--- src/rtl/f1_lights_out.sv ---
// F1 lights-out reaction timer: sequences the start lights, holds a
// random delay with all lights on, then times the driver's button press.
module f1_lights_out #(
  parameter int CNT_WIDTH = 16
) (
  input  logic                 clk,
  input  logic                 rst,
  input  logic                 tick,
  input  logic                 start,
  input  logic                 button,
  input  logic [7:0]           lights_in,
  output logic                 fsm_en,
  output logic                 seq_clr,
  output logic [7:0]           lights_out,
  output logic [CNT_WIDTH-1:0] react_time,
  output logic                 react_valid,
  output logic                 false_start
);

  typedef enum logic [2:0] {
    S_IDLE,
    S_SEQ,
    S_DELAY,
    S_REACT,
    S_DONE,
    S_FAULT
  } state_e;

  localparam logic [CNT_WIDTH-1:0] CntMax = '1;
  localparam logic [CNT_WIDTH-1:0] CntOne =
    {{(CNT_WIDTH-1){1'b0}}, 1'b1};

  state_e               state_q;
  state_e               state_d;
  logic [6:0]           lfsr_q;
  logic [6:0]           lfsr_d;
  logic [6:0]           dly_q;
  logic [6:0]           dly_d;
  logic [CNT_WIDTH-1:0] cnt_q;
  logic [CNT_WIDTH-1:0] cnt_d;
  logic [CNT_WIDTH-1:0] cnt_inc;
  logic [CNT_WIDTH-1:0] rt_q;
  logic [CNT_WIDTH-1:0] rt_d;
  logic                 rv_q;
  logic                 rv_d;
  logic                 dly_last;
  logic                 restart;

  // LFSR free-runs every cycle; taps 7 and 6 give a 127-long sequence
  assign lfsr_d = {lfsr_q[5:0], lfsr_q[6] ^ lfsr_q[5]};

  // Reaction count including the current tick, stuck at all-ones
  assign cnt_inc = (tick && (cnt_q != CntMax)) ? cnt_q + CntOne
                                                : cnt_q;

  assign dly_last = (dly_q == 7'd1);

  assign restart = start &&
                   ((state_q == S_IDLE) ||
                    (state_q == S_DONE) ||
                    (state_q == S_FAULT));

  assign react_time  = rt_q;
  assign react_valid = rv_q;
  assign false_start = (state_q == S_FAULT);

  // State register and datapath registers with synchronous reset
  always_ff @(posedge clk) begin
    if (rst) begin
      state_q <= S_IDLE;
      lfsr_q  <= 7'h01;
      dly_q   <= 7'd0;
      cnt_q   <= '0;
      rt_q    <= '0;
      rv_q    <= 1'b0;
    end else begin
      state_q <= state_d;
      lfsr_q  <= lfsr_d;
      dly_q   <= dly_d;
      cnt_q   <= cnt_d;
      rt_q    <= rt_d;
      rv_q    <= rv_d;
    end
  end

  // Next-state logic; a false start beats a same-cycle delay expiry
  always_comb begin
    state_d = state_q;
    unique case (state_q)
      S_IDLE, S_DONE, S_FAULT: begin
        if (start) state_d = S_SEQ;
      end
      S_SEQ: begin
        if (lights_in == 8'hFF) state_d = S_DELAY;
      end
      S_DELAY: begin
        if (button) begin
          state_d = S_FAULT;
        end else if (tick && dly_last) begin
          state_d = S_REACT;
        end
      end
      S_REACT: begin
        if (button) state_d = S_DONE;
      end
      default: state_d = S_IDLE;
    endcase
  end

  // Delay load/countdown, reaction counting and result capture
  always_comb begin
    dly_d = dly_q;
    cnt_d = cnt_q;
    rt_d  = rt_q;
    rv_d  = 1'b0;
    unique case (state_q)
      S_SEQ: begin
        if (lights_in == 8'hFF) dly_d = lfsr_q;
      end
      S_DELAY: begin
        if (!button && tick) begin
          dly_d = dly_q - 7'd1;
          if (dly_last) cnt_d = '0;
        end
      end
      S_REACT: begin
        cnt_d = cnt_inc;
        if (button) begin
          rt_d = cnt_inc;
          rv_d = 1'b1;
        end
      end
      default: begin
        dly_d = dly_q;
      end
    endcase
  end

  // Display and upstream-FSM controls; forced quiet while in reset
  always_comb begin
    fsm_en     = 1'b0;
    seq_clr    = 1'b0;
    lights_out = 8'h00;
    if (!rst) begin
      seq_clr = restart;
      unique case (state_q)
        S_SEQ: begin
          lights_out = lights_in;
          fsm_en     = tick;
        end
        S_DELAY: begin
          lights_out = 8'hFF;
        end
        default: begin
          lights_out = 8'h00;
        end
      endcase
    end
  end

endmodule

--- config.mk ---
export PLATFORM = sky130hd
export DESIGN_NAME = f1_lights_out
export DESIGN_NICKNAME = d
export VERILOG_FILES = /design/src/rtl/f1_lights_out.sv
export SDC_FILE = /design/constraint.sdc
export NUM_CORES = 1
export LEC_CHECK = 0
export ABC_CLOCK_PERIOD_IN_PS = 3000
export CAP_MARGIN = 20
export CORE_ASPECT_RATIO = 0.6
export CORE_MARGIN = 1
export CORE_UTILIZATION = 59
export CTS_CLUSTER_DIAMETER = 40
export DETAILED_ROUTE_END_ITERATION = 10
export HOLD_SLACK_MARGIN = 0.12
export PLACE_DENSITY = 0.84
export SYNTH_ARGS = -nofsm -noshare
export SYNTH_HDL_FRONTEND = slang
export SYNTH_SLANG_ARGS = --single-unit
--- constraint.sdc ---
create_clock -name clk -period 3 [get_ports clk]
set_input_delay 0.75 -clock clk [delete_from_list [all_inputs] [get_ports clk]]
set_output_delay 0.75 -clock clk [all_outputs]
set_load 0.01 [all_outputs]
* Word-level counts from Yosys, hierarchy flattened
Cells that the tools add are included.
** Storage, ports and cells
- Output and inout bits :: 28
- Input bits :: 13
- Register bits :: 50
- Memories :: 0
- RAM bits :: 0
- Bits in read-only memories :: 0
- Logic and storage cells :: 59
- Bits in latches :: 0
** Cells by class
- Order comparisons :: 0
- Multiplexer cells :: 19
- Add/subtract/negate cells :: 2
- Reductions and logical operators :: 16
- Equality and inequality tests :: 14
- Shift-type cells :: 0
- Divide/modulo/power cells :: 0
- Bitwise logic cells :: 2
- Multipliers :: 0
** Operators with widths (number)
- $mux W16 :: 3
- $pmux W16 S2 :: 1
- $add A16 B1 Y16 const B :: 1
- $ne A16 B16 Y1 const B :: 1
- $pmux W8 S2 :: 1
- $mux W3 :: 5
- $mux W7 :: 2
- $pmux W7 S2 :: 1
- $pmux W3 S4 :: 1
- $ne A2 B2 Y1 const B :: 5
- $eq A8 B8 Y1 const B :: 1
- $mux W8 :: 1
- $eq A7 B1 Y1 const B :: 1
- $sub A7 B1 Y7 const B :: 1
- $eq A3 B2 Y1 const B :: 2
- $eq A3 B3 Y1 const B :: 2
- $reduce_and A3 Y1 :: 2
- $logic_and A1 B1 Y1 :: 4
- $mux W1 :: 4
- $reduce_and A4 Y1 :: 1
- $reduce_bool A2 Y1 :: 2
- $eq A3 B1 Y1 const B :: 1
- $logic_not A3 Y1 :: 1
- $ne A3 B3 Y1 const B :: 1
- 7 further kinds :: 8

* Logic depth before layout (Yosys ltp)
- Word-level depth :: 5
- Depth in mapped cells :: 7
- Gate-level depth less buffers :: 6

* Least setup slack after synthesis
Ideal clock, no wire load.
- Path kind :: input to output
- Start :: input rst
- End :: output seq_clr
- Cell stages on the path :: 2
- Data required time :: 2.250 ns
- Arrival :: 1.613 ns
- Setup slack :: 0.637 ns
- Cell sequence :: clkbuf_1 -> a2111oi_0
** On the way
- Cells in the longest elaborated chain, start to end :: 1
** Ends and longest elaborated chain
- from (decl) :: line 7 : input logic rst,
- $mux W1 :: line 144 : if (!rst) begin
- to (decl) :: line 13 : output logic seq_clr,
No other way between the ends.

* Worst setup path after layout
- Start :: register state_q[1]
- End :: output lights_out[1]
** On the way
- Cells in the longest elaborated chain, start to end :: 3
- Elaborated cells between the ends (all ways) :: 4
- Those cells by class :: eq/ne (2); mux (2)
** Ends and longest elaborated chain
- from (decl) :: line 33 : state_e state_q;
- from (signal assigned) :: line 77 : state_q <= state_d;
- $eq A3 B2 Y1 or $eq A3 B1 Y1 (tied branches) :: line 146 : unique case (state_q)
- $pmux W8 S2 * :: line 146
- $mux W8 * :: line 144
- to (decl) :: line 14 : output logic [7:0] lights_out,
Every way passes the cells marked *; elsewhere a longest branch is shown, timed or not.

==> results.ini <==
[finish]
drive_above_1_share_pct = 10.9
layout.cells.non_filler = 468
n_fill_cell = 360
layout.nets = 420
num_antenna_cells = 0
area_growth_pct = 17.7
post-route-util_pct = 75.2
final_area_um2 = 3580

[timing]
rsz0062_at_grt = no
clock-skew-final_ps = 10.4
hold_ws_ps = 464
hold_viol_final = 0
slew_headroom_pct = 53.4
tightest_slew_ps = 695
period_share_pct = 95.1
finalSetupViolations = 0
final_max_slew_viol_count = 0
period_needed_ps = 2850
clock.fmax_ghz = 0.351
setup_slack_ps = 147

[power]
p_leak_nw = 1.22
ir_drop_v = 0.000248
p_per_area_nw_per_um2 = 351

[die]
rows = 19
dieWidth_um = 94.6
fp.coreArea_um2 = 4750
die_h_um = 57.6
pin_count = 41
dieArea_um2 = 5450
start_util_pct = 63.9

[min_path]
min_path_cells = 2
hold_start = react_time[12]
hold_class = register to register
min_to = react_time[12]

[clock_network]
cts_buffer_depth = 2
root_buffer = clkbuf_8
cts_sinks = 50
cts_htree_levels = 2
post_cts_buffers = 0
clock_latency_ps = 310
hold_buffers = 0
cts_tree = built
numCtsBuffers = 5
cts.clk_slew.worst_paths_ps = 90

[synthesis]
synth_edf_count = 0
synth_cell_types = 72
ys_seq_area_share_pct = 32.9
synth.largest_area_cell = dfxtp_1
synth_ff_type = dfxtp_1
syn_area_um2 = 3040
synthCells = 372
synth.area.top_cells = dfxtp_1 33%, nor2_1 4.7%, a31oi_1 3.9%
ys_warn_count = 0
synth_fp_nets = 388
synth_top_area_share_pct = 32.9
synth-seq-cells = 50
synth_area_per_cell_um2 = 8.17
async_reset_ff_share_pct = 0

[worst_setup_path]
cp.required_ps = 2250
crit_type = register to output port
worst_ep_arrival_time_ps = 2100
critPathLaunchType = register
critPathMaxFanout = 15
r2r_cells = 5
worstReg2RegStart = cnt_q[0]
reg2reg_to = react_time[13]
reg2reg_slack_ps = 740
cp-end-kind = output port

[global_route]
grt_max_degree = 28
grt_pass1_vias = 2777
antenna_found_initial = 0
grt_overflow = 0
grt_first_pass_wirelength_um = 13800
grt_use_total_pct = 32.8

[routing]
drt_iter0_drc = 451
finalWirelength_um = 8460
via_count = 3164
ant_nets = 0
viasPerCell = 6.76
first_pass_iters = 6
drcViolationCount = 0
wl_per_cell_um = 18.1

[placed_design]
pre_cts_ws_ps = -38.5
hpwl_um = 6020
dpl_cell_area_um2 = 3460
dp.cells = 460
port_buffers = 40
routabilityCongestion = 0.931

[outcome]
status = completed

[flow_run]
max_cap_violations = 0

-- critical path, cell delays in order, from the launching register on --
cell	delay, ps
dfxtp_1	620
nor3b_1	260
buf_4	230
nor2_1	60
nor2_1	90
clkdlybuf4s50_1	540
-- synth_stat cells (all sizes together) (2+ instances only) --
master   number
nor4          7
and3          4
nor2         38
a41oi         6
a211oi        6
clkbuf       20
o31ai        10
a221oi        2
nand4         9
nand2b        2
nor3         10
a21oi        13
dfxtp        50
and2          4
inv          11
or4           4
a311oi        4
or3           7
o41ai         2
o31a          3
a41o          2
a31o          3
a21o          3
nand4b        2
buf          12
ha            3
nand3        21
nand2        27
nor3b         2
and4          7
o211ai        2
mux2i         2
a2111oi       3
o32ai         3
o21ai        22
a31oi        19
nor2b         8
-- routing by layer --
metal | part of all wire [%] | GRT usage, % | vias up
met1 | 47 | 50.3 | 1441
met2 | 38 | 43.7 | 221
met4 | 1.5 | 8.01 | 0
li1 | - | - | 1479
met3 | 14 | 10.4 | 23
met5 | 0 | 0 | -
-- cells in the final DEF (no fill, tap or decap), drive strengths merged, types with 3 or more instances in the layout --
cell type / Yosys / final
a2111oi: 3 / 3
a211oi: 6 / 6
a21o: 3 / 3
a21oi: 13 / 13
a311oi: 4 / 4
a31o: 3 / 3
a31oi: 19 / 19
a41oi: 6 / 6
and2: 4 / 4
and3: 4 / 4
and4: 7 / 7
buf: 12 / 18
clkbuf: 20 / 6
clkdlybuf4s50: 0 / 38
dfxtp: 50 / 50
ha: 3 / 3
inv: 11 / 11
nand2: 27 / 27
nand3: 21 / 21
nand4: 9 / 9
nor2: 38 / 38
nor2b: 8 / 8
nor3: 10 / 10
nor4: 7 / 7
o21ai: 22 / 22
o31a: 3 / 3
o31ai: 10 / 10
o32ai: 3 / 3
or3: 7 / 7
or4: 4 / 4
-- timing repair --
item	CTS	global route
resized for setup	2	2
pin swaps	0	1
setup endpoints to repair	9	9
-- through the flow --
step / TNS, ps / power [mW]
after floorplan: 0 / 0.728
after global placement: -33.3 / 0.774
after detailed placement: -233 / 0.776
after CTS: 0 / 1.25
after global routing: 0 / 1.29
final: 0 / 1.25
-- how the worst max path moves through the flow --
stage | startpoint | endpoint | slack, ps | depth (start not counted)
2_1_floorplan | rst | seq_clr | 640 | 2
3_3_place_gp | rst | lights_out[5] | -9 | 5
3_5_place_dp | rst | lights_out[1] | -40 | 5
4_1_cts | rst | fsm_en | 10 | 5
5_1_grt | state_q[1] | lights_out[5] | 9 | 4
6_report | state_q[1] | lights_out[1] | 150 | 5
-- flip-flops by register name, summed over array words and instances (netlist names) --
signal,count
dly_q,7
cnt_q,16
lfsr_q,7
state_q,3
react_time,16
react_valid,1
-- logic make-up after synthesis --
family	count (synthesis)	synth area share, %
AND/OR/NAND/NOR	160	30.1
AO/OA/AOI/OAI	111	26.6
multiplexers	2	0.659
buffers and inverters	44	7.95
flip-flops	50	32.9
adder cells (fa/ha/maj)	3	1.24
XOR/XNOR	2	0.577
-- where the power goes --
group | switching (mW) | leakage, nW | total [mW] | internal (mW)
logic | 0.0467 | 0.760 | 0.0897 | 0.0429
registers | 0.00541 | 0.404 | 0.674 | 0.669
clock network | 0.241 | 0.0514 | 0.490 | 0.249
-- layout make-up --
class	instances	area (µm²)	area share (%)
Timing Repair Buffer	58	537	15.0
Clock buffer	6	72.6	2.03
Sequential cell	50	1000	28.0
Multi-Input combinational cell	278	1810	50.6
Inverter	11	41.3	1.15
Tap cell	63	78.8	2.20
Clock inverter	2	37.5	1.05
Power figures use the tool's default switching activity.
